--- config.mk ---
export PLATFORM = sky130hd
export DESIGN_NAME = imager_tx_flat
export DESIGN_NICKNAME = d
export VERILOG_FILES = /design/src/rtl/imager_tx_if.sv /design/src/rtl/imager_tx.sv /design/src/flat_wrapper.sv
export SDC_FILE = /design/constraint.sdc
export NUM_CORES = 1
export LEC_CHECK = 0
export CAP_MARGIN = 20
export CORE_MARGIN = 2
export CORE_UTILIZATION = 23
export DETAILED_ROUTE_END_ITERATION = 10
export PLACE_DENSITY = 0.42
export REMOVE_ABC_BUFFERS = 1
export SLEW_MARGIN = 10
export SYNTH_ARGS = -nofsm -noshare
export SYNTH_HDL_FRONTEND = slang
export SYNTH_SLANG_ARGS = --single-unit
--- constraint.sdc ---
create_clock -name clki -period 4.9 [get_ports clki]
set_clock_uncertainty 0.1 [all_clocks]
set_input_delay 0.98 -clock clki [delete_from_list [all_inputs] [get_ports clki]]
set_output_delay 0.98 -clock clki [all_outputs]
set_load 0.05 [all_outputs]
--- src/rtl/imager_tx_if.sv ---
// Token stream into imager_tx: dtype-tagged data with a registered stall back to the source.
// The dtype codes live here so that every user of the stream sees the same values.
`ifndef IMAGER_TX_DTYPES
`define IMAGER_TX_DTYPES
`define DTYPE_WIDTH     4
`define DT_FRAME_START  4'h1
`define DT_FRAME_END    4'h2
`define DT_ROW_START    4'h3
`define DT_ROW_END      4'h4
`define DT_PIXEL        4'h5
`define DT_HEADER_START 4'h6
`define DT_HEADER       4'h7
`define DT_HEADER_END   4'h8
`endif

interface imager_tx_if #(
    parameter int DATA_WIDTH = 16
);
    logic                    dvi;
    logic [`DTYPE_WIDTH-1:0] dtypei;
    logic [DATA_WIDTH-1:0]   datai;
    logic                    stall;

    modport master (output dvi, dtypei, datai, input stall);
    modport slave  (input dvi, dtypei, datai, output stall);
endinterface

--- src/rtl/imager_tx.sv ---
// Rebuilds parallel sensor video (fv/lv/dvo/datao) from a dtype-tagged token stream,
// buffered through a small token FIFO with programmable blanking and fv lead time.
module imager_tx #(
    parameter int PIXEL_WIDTH = 12,
    parameter int DATA_WIDTH  = 16,
    parameter int FIFO_DEPTH  = 16
) (
    input  logic                   clki,
    input  logic                   reset_clki,
    input  logic                   enable,
    input  logic                   left_justify,
    input  logic [15:0]            hblank,
    input  logic [15:0]            vblank,
    input  logic [7:0]             fv_lead,
    imager_tx_if.slave             strm,
    output logic                   overflow,
    output logic [15:0]            frame_count,
    output logic                   fv,
    output logic                   lv,
    output logic                   dvo,
    output logic [PIXEL_WIDTH-1:0] datao
);
    localparam int AW = $clog2(FIFO_DEPTH);
    localparam int CW = AW + 1;

    typedef enum logic [2:0] {K_FS, K_RS, K_PX, K_RE, K_FE} kind_t;
    typedef struct packed {
        kind_t                  kind;
        logic [PIXEL_WIDTH-1:0] pix;
    } tok_t;
    typedef enum logic [2:0] {IDLE, LEAD, FRAME, LINE, HBLANK, VBLANK} state_t;

    logic                   accept, known, wr_req, push, pop, full, empty, stall;
    kind_t                  wr_kind;
    logic [PIXEL_WIDTH-1:0] wr_pix;
    tok_t                   mem [FIFO_DEPTH];
    tok_t                   head;
    logic [AW-1:0]          wr_ptr, rd_ptr;
    logic [CW-1:0]          count, count_next;

    state_t                 st, st_n;
    logic [15:0]            tmr, tmr_n;
    logic                   fv_n, lv_n, dvo_n, fc_inc;
    logic [PIXEL_WIDTH-1:0] dat_n;

    // Write side: only frame/row/pixel tokens are kept, and only inside an accepted frame.
    always_comb begin
        known   = 1'b1;
        wr_kind = K_PX;
        case (strm.dtypei)
            `DT_FRAME_START: wr_kind = K_FS;
            `DT_ROW_START:   wr_kind = K_RS;
            `DT_PIXEL:       wr_kind = K_PX;
            `DT_ROW_END:     wr_kind = K_RE;
            `DT_FRAME_END:   wr_kind = K_FE;
            default:         known   = 1'b0;
        endcase
        wr_pix = left_justify ? strm.datai[DATA_WIDTH-1 -: PIXEL_WIDTH]
                              : strm.datai[PIXEL_WIDTH-1:0];
        wr_req = strm.dvi && known && (accept || (wr_kind == K_FS && enable));
    end

    // full is judged before this cycle's pop, so a push onto a full FIFO is always lost.
    assign full       = (count == CW'(FIFO_DEPTH));
    assign empty      = (count == '0);
    assign push       = wr_req && !full;
    assign head       = mem[rd_ptr];
    assign count_next = count + CW'(push) - CW'(pop);
    assign strm.stall = stall;

    always_ff @(posedge clki) begin
        if (push) mem[wr_ptr] <= tok_t'{wr_kind, wr_pix};
    end

    always_comb begin
        st_n   = st;
        tmr_n  = tmr;
        pop    = 1'b0;
        fv_n   = fv;
        lv_n   = lv;
        dvo_n  = 1'b0;
        dat_n  = '0;
        fc_inc = 1'b0;
        case (st)
            IDLE: begin
                fv_n = 1'b0;
                lv_n = 1'b0;
                if (!empty) begin
                    pop = 1'b1;
                    if (head.kind == K_FS) begin
                        fv_n   = 1'b1;
                        fc_inc = 1'b1;
                        tmr_n  = {8'd0, fv_lead};
                        st_n   = (fv_lead == 8'd0) ? FRAME : LEAD;
                    end
                end
            end
            LEAD: begin
                if (tmr <= 16'd1) st_n = FRAME;
                else              tmr_n = tmr - 16'd1;
            end
            FRAME: begin
                if (!empty) begin
                    case (head.kind)
                        K_RS: begin
                            pop  = 1'b1;
                            lv_n = 1'b1;
                            st_n = LINE;
                        end
                        K_FE, K_FS: begin
                            // A new FRAME_START stays queued for IDLE to pick up.
                            pop   = (head.kind == K_FE);
                            fv_n  = 1'b0;
                            tmr_n = vblank;
                            st_n  = (vblank == 16'd0) ? IDLE : VBLANK;
                        end
                        default: pop = 1'b1;
                    endcase
                end
            end
            LINE: begin
                if (!empty) begin
                    case (head.kind)
                        K_PX: begin
                            pop   = 1'b1;
                            dvo_n = 1'b1;
                            dat_n = head.pix;
                        end
                        K_RE, K_RS: begin
                            // A ROW_START here closes the current row and waits for FRAME.
                            pop   = (head.kind == K_RE);
                            lv_n  = 1'b0;
                            tmr_n = hblank;
                            st_n  = (hblank == 16'd0) ? FRAME : HBLANK;
                        end
                        default: begin
                            pop   = (head.kind == K_FE);
                            lv_n  = 1'b0;
                            fv_n  = 1'b0;
                            tmr_n = vblank;
                            st_n  = (vblank == 16'd0) ? IDLE : VBLANK;
                        end
                    endcase
                end
            end
            HBLANK: begin
                if (tmr <= 16'd1) st_n = FRAME;
                else              tmr_n = tmr - 16'd1;
            end
            VBLANK: begin
                if (tmr <= 16'd1) st_n = IDLE;
                else              tmr_n = tmr - 16'd1;
            end
            default: st_n = IDLE;
        endcase
    end

    always_ff @(posedge clki) begin
        if (reset_clki) begin
            wr_ptr      <= '0;
            rd_ptr      <= '0;
            count       <= '0;
            stall       <= 1'b0;
            overflow    <= 1'b0;
            accept      <= 1'b0;
            st          <= IDLE;
            tmr         <= '0;
            fv          <= 1'b0;
            lv          <= 1'b0;
            dvo         <= 1'b0;
            datao       <= '0;
            frame_count <= '0;
        end else begin
            if (push) wr_ptr <= wr_ptr + 1'b1;
            if (pop)  rd_ptr <= rd_ptr + 1'b1;
            count <= count_next;
            stall <= (count_next >= CW'(FIFO_DEPTH - 2));
            if (wr_req && full) overflow <= 1'b1;
            if (wr_req && wr_kind == K_FS && enable) accept <= 1'b1;
            else if (wr_req && wr_kind == K_FE)      accept <= 1'b0;
            st    <= st_n;
            tmr   <= tmr_n;
            fv    <= fv_n;
            lv    <= lv_n;
            dvo   <= dvo_n;
            datao <= dat_n;
            if (fc_inc) frame_count <= frame_count + 16'd1;
        end
    end
endmodule

--- src/flat_wrapper.sv ---
// flat-port wrapper written by rule: the top's interface ports become plain ports
module imager_tx_flat 
#(
    parameter int PIXEL_WIDTH = 12,
    parameter int DATA_WIDTH  = 16,
    parameter int FIFO_DEPTH  = 16
)
  (clki, reset_clki, enable, left_justify, hblank, vblank, fv_lead, overflow, frame_count, fv, lv, dvo, datao, strm_dvi, strm_dtypei, strm_datai, strm_stall);
  imager_tx_if #(.DATA_WIDTH(DATA_WIDTH)) strm_i ();
  input  logic clki;
  input  logic reset_clki;
  input  logic enable;
  input  logic left_justify;
  input  logic [15:0] hblank;
  input  logic [15:0] vblank;
  input  logic [7:0] fv_lead;
  output logic overflow;
  output logic [15:0] frame_count;
  output logic fv;
  output logic lv;
  output logic dvo;
  output logic [PIXEL_WIDTH-1:0] datao;
  input wire logic [$bits(strm_i.dvi)-1:0] strm_dvi;
  input wire logic [$bits(strm_i.dtypei)-1:0] strm_dtypei;
  input wire logic [$bits(strm_i.datai)-1:0] strm_datai;
  output wire logic [$bits(strm_i.stall)-1:0] strm_stall;
  assign strm_i.dvi = strm_dvi;
  assign strm_i.dtypei = strm_dtypei;
  assign strm_i.datai = strm_datai;
  assign strm_stall = strm_i.stall;
  imager_tx #(.PIXEL_WIDTH(PIXEL_WIDTH), .DATA_WIDTH(DATA_WIDTH), .FIFO_DEPTH(FIFO_DEPTH)) u_core (.clki(clki), .reset_clki(reset_clki), .enable(enable), .left_justify(left_justify), .hblank(hblank), .vblank(vblank), .fv_lead(fv_lead), .strm(strm_i), .overflow(overflow), .frame_count(frame_count), .fv(fv), .lv(lv), .dvo(dvo), .datao(datao));
endmodule
Yosys cells after proc, flatten, opt, wreduce, memory -nomap -nowiden --
Memories as Yosys holds them, arrays and structs flattened. A register that Yosys moved wholly into a read port is not among the register bits. Cells that the tools add are included.
Cells by class: $add $sub $neg 6, multiplexer cells 49, magnitude comparators 2, equal/unequal tests 28, bitwise gates (word level) 2, reductions and logical operators 32
Operators by type and width (count):
- $mux 16 | 6
- $pmux 16 s4 | 1
- $logic_not 16->1 | 2
- $pmux 16 s2 | 1
- $mux 3 | 8
- $mux 1 | 21
- $add 16x1->16 const B | 1
- $le 16x1->1 const B | 1
- $reduce_and 8->1 | 2
- $sub 16x1->16 const B | 1
- $pmux 3 s5 | 1
- $eq 3x2->1 const B | 4
- $eq 3x3->1 const B | 4
- $mux 12 | 1
- $ne 2x2->1 const B | 6
- $pmux 3 s2 | 2
- $pmux 3 s4 | 1
- $ne 2x1->1 const B | 5
- $reduce_and 5->1 | 2
- $logic_not 3->1 | 3
- $pmux 1 s3 | 3
- $reduce_or 3->1 | 3
- $add 4x1->4 const B | 2
- $eq 4x2->1 const B | 2
- 23 further kinds | 36
Word-level totals: word-level logic and storage cells 133, output and inout port bits 33, flip-flop bits (word level) 66, input port bits 65, memories 1, RAM bits 240
Memory list:
- u_core.mem | words 16, bits a word 15, read ports 1, clocked after Yosys merged registers in 1, wr ports 1, line imager_tx.sv:36 | tok_t mem [FIFO_DEPTH];

Logic depth before layout (Yosys ltp) --
depth in word-level cells 10, depth in mapped cells 18, gate-level depth less buffers 15

Least setup slack after synthesis --
No wires, ideal clock.
path kind reg-to-reg, start reg with a tool-made name, end reg u_core.stall, in the netlist u_core.strm.stall, data arrival time 3743 ps, setup slack 1000 ps, path buffers 3, library setup time 57 ps, cell stages (with the launch flop) 19, required time 4743 ps, cell sequence dfxtp_1 > buf_6 > buf_6 > mux4_2 > a22oi_1 > and3_1 > buf_4 > mux2i_1 > o211ai_1 > inv_1 > ha_1 > inv_1 > ha_1 > fa_1 > a21oi_1 > nor2_1 > or3_1 > a21oi_1 > a21o_1
RTL lines:
- to (signal assigned) | line imager_tx.sv:177 | stall <= (count_next >= CW'(FIFO_DEPTH - 2));
- to (decl) | line imager_tx.sv:33 | logic accept, known, wr_req, push, pop, full, empty, stall;

==> flow_metrics.tcl <==
set metrics [dict create \
    filler_cell_count 5851 \
    drtAntennaViolNets 0 \
    final.setup.tns_ns 0 \
    cp_data_arrival_time_ns 4.70 \
    multiInputGateArea_mm2 0.00450 \
    post_cts_resize_count 0 \
    cts_root_buffer "sky130_fd_sc_hd__clkbuf_16" \
    final.setup.worst_slack_ns 0.568 \
    most_frequent_cells_in_the_layout "sky130_fd_sc_hd__edfxtp_1, sky130_fd_sc_hd__clkdlybuf4s50_1, sky130_fd_sc_hd__mux4_2" \
    status "finished, final reports clean" \
    gp_congestion 0.811 \
    yosys_most_used_dff "sky130_fd_sc_hd__edfxtp_1" \
    power_mw 7.94 \
    fp.dieArea_mm2 0.0602 \
    yosysWarningCount 0 \
    firstDrtPassIters 7 \
    grt_pass1_wl_um 53900 \
    post-route-drc-count 0 \
    placed_cells 1737 \
    seq_area_frac_synth_pct 64.2 \
    power_leakage_nw 5.36 \
    seqCellArea_mm2 0.00861 \
    synth_enable_flop_cells 240 \
    detailedPlacementHpwl_um 23200 \
    layout.nets 1091 \
    finish.utilization_pct 28.7 \
    clock_period_minus_worst_slack_ns 4.33 \
    critical_path.endpoint_type "register" \
    count_of_buffers_added_by_post_cts_timing_repair_for_setup 0 \
    initial_antenna_violation_count 0 \
    starting_density_of_the_core_pct 23.2 \
    ios 98 \
    vias_in_the_first_global_route 8382 \
    timing.max_cap.violations 0 \
    cts-htree-levels 2 \
    synth.avg_cell_area_um2 15.3 \
    diode_insertion_count_for_antenna_repair 0 \
    synth_largest_area_cell "sky130_fd_sc_hd__edfxtp_1" \
    timing.hold.worst.class "register to register" \
    stdcell_count 1803 \
    post_synth_num_cell_types 65 \
    async_reset_ff_share_pct 0 \
    peakVddDrop_mv 0.200 \
    synth_largest_type_area_fraction_pct 53.8 \
    unrepaired_setup_endpoints_after_global_routing "no" \
    vias 8049 \
    dr.first_iter.drc_count 567 \
    design.core.area_mm2 0.0577 \
    maxClockFrequency_mhz 231 \
    synthesis.area_mm2 0.0134 \
    clock-sinks 310 \
    floorplan.die.width_um 245 \
    detail_route.wl_per_cell_um 19.9 \
    yosys_reg_bits 310 \
    postCtsHoldBufs 0 \
    cts_tree "yes" \
    p_per_area_mw_per_mm2 480 \
    path_class "register to register" \
    worst-path-max-fanout 16 \
    final.period_utilization_pct 88.4 \
    insertion_delay_ns 0.54 \
    cts_inserted_buffers 36 \
    hold_viol_final 0 \
    vias_per_cell 4.46 \
    timing.final.setup_violations 0 \
    clock_path_buffers 3 \
    worst_slew_margin_rel_pct 31.7 \
    globalRouteOverflowTotal 0 \
    worstPathRequired_ns 5.27 \
    timing.critical_path.from_type "register" \
    grt_usage_pct 11.9 \
    yosys-top-cells-area "sky130_fd_sc_hd__edfxtp_1, sky130_fd_sc_hd__mux4_2, sky130_fd_sc_hd__dfxtp_1, sky130_fd_sc_hd__nor2_1, sky130_fd_sc_hd__mux2i_1" \
    die-height_um 245 \
    dpl_worst_slack_ns 0.515 \
    synthCells 876 \
    total_wirelength_of_the_detailed_routed_design_um 35800 \
    final_layout_size_suffix_gt1_share_pct 18.4 \
    worst_slew_pin_slew_ns 1.02 \
    layout.cells.most_common "sky130_fd_sc_hd__edfxtp_1" \
    synthToLayoutAreaGrowth_pct 23.5 \
    grt_start_max_net_pins 46 \
    slew_violations 0 \
    row_count 88 \
    port-buffer-count 97 \
    worst_setup_hold_path_clk_slew_ns 0.06 \
]
[critical path: stages, from the launching register on]
cell                       delay, ns
sky130_fd_sc_hd__dfxtp_4        0.43
sky130_fd_sc_hd__buf_4          0.35
sky130_fd_sc_hd__mux4_2         0.54
sky130_fd_sc_hd__nand2_1        0.09
sky130_fd_sc_hd__and4_1         0.42
sky130_fd_sc_hd__nand4_1        0.14
sky130_fd_sc_hd__o211ai_1       0.28
sky130_fd_sc_hd__inv_1          0.10
sky130_fd_sc_hd__ha_1           0.29
sky130_fd_sc_hd__inv_1          0.04
sky130_fd_sc_hd__ha_1           0.22
sky130_fd_sc_hd__fa_1           0.43
sky130_fd_sc_hd__a21oi_1        0.14
sky130_fd_sc_hd__nor2_1         0.06
sky130_fd_sc_hd__or3_1          0.34
sky130_fd_sc_hd__a21oi_1        0.19
sky130_fd_sc_hd__a21o_1         0.11
[cells in the mapped netlist, drive strengths merged, types with 7 or more instances]
cell type    n
mux2        18
nor2b       24
nor3        14
mux2i       20
clkbuf      26
nand2       38
inv         18
or3          7
ha          14
buf         20
dfxtp       70
nand3       20
nand4       17
nor2        55
xor2        15
o21ai       17
nor4        14
o31ai        7
mux4        72
a21oi       22
and2        22
o21bai       7
edfxtp     240
xnor2       19
[state kept, by name (all words and copies together), names as in the netlist, named ones only]
signal and cells:
u_core.accept 1, u_core.strm.stall 1, u_core.lv 1, u_core.rd_ptr 4
u_core.tmr 16, u_core.dvo 1, u_core.datao 12, u_core.st 3
u_core.fv 1, u_core.count 5, u_core.frame_count 16, u_core.mem 240
u_core.overflow 1, u_core.wr_ptr 4
[power breakdown]
group / switching (mW) / total (mW) / internal (mW) / leakage, nW
Sequential: 0.114 / 3.05 / 2.94 / 2.72
Combinational: 1.28 / 2.35 / 1.08 / 2.12
Clock: 1.07 / 2.53 / 1.47 / 0.529
Total: 2.46 / 7.94 / 5.48 / 5.36
[final cells by class]
cell class	instances	share of cell area [%]
multi-input cells	501	27.2
flip-flops and latches	310	52.1
clock inverters	18	0.892
inverters	19	0.431
repair buffers	143	7.96
well taps	765	5.78
clock buffers	47	5.69
[metrics by stage]
step           instance area, µm²  hold WS, ns
2_1_floorplan               13200        0.352
3_3_place_gp                15400        0.360
3_5_place_dp                15400        0.372
4_1_cts                     16500        0.385
5_1_grt                     16500        0.408
6_report                    16500        0.381
[per-layer routing]
| metal | vias to the layer above | GRT usage, % | part of all wire [%] | wire, µm |
|---|---|---|---|---|
| li1 | 3716 | - | - | - |
| met1 | 4093 | 15.6 | 45 | 16200 |
| met2 | 186 | 20.3 | 49 | 17400 |
| met3 | 54 | 2.03 | 4.2 | 1510 |
| met4 | 0 | 3.62 | 2.1 | 736 |
| met5 | - | 0 | 0 | 0 |
[kinds of logic (layout without fill, tap and decap cells)]
| group | count (synthesis) | after routing | synth area share (%) |
|---|---|---|---|
| AOI/OAI and AO/OA | 102 | 102 | 5.32 |
| xor gates and xnor gates | 34 | 34 | 2.22 |
| adders and majority gates | 15 | 15 | 1.46 |
| buffers and inverters | 65 | 227 | 2.18 |
| DFF | 310 | 310 | 64.2 |
| muxes | 110 | 110 | 15.1 |
| and+or+nand+nor | 240 | 240 | 9.44 |
[final timing paths]
check | from | end | slack, ns | cells past startpoint
max | register | u_core.strm.stall$_SDFF_PP0_ | 0.57 | 16
min | u_core.overflow$_SDFFE_PP0P_ | u_core.overflow$_SDFFE_PP0P_ | 0.38 | 2
max reg2reg | register | u_core.strm.stall$_SDFF_PP0_ | 0.57 | 16
min reg2reg | u_core.overflow$_SDFFE_PP0P_ | u_core.overflow$_SDFFE_PP0P_ | 0.38 | 2
No activity file was read; power rests on OpenSTA's default activity.
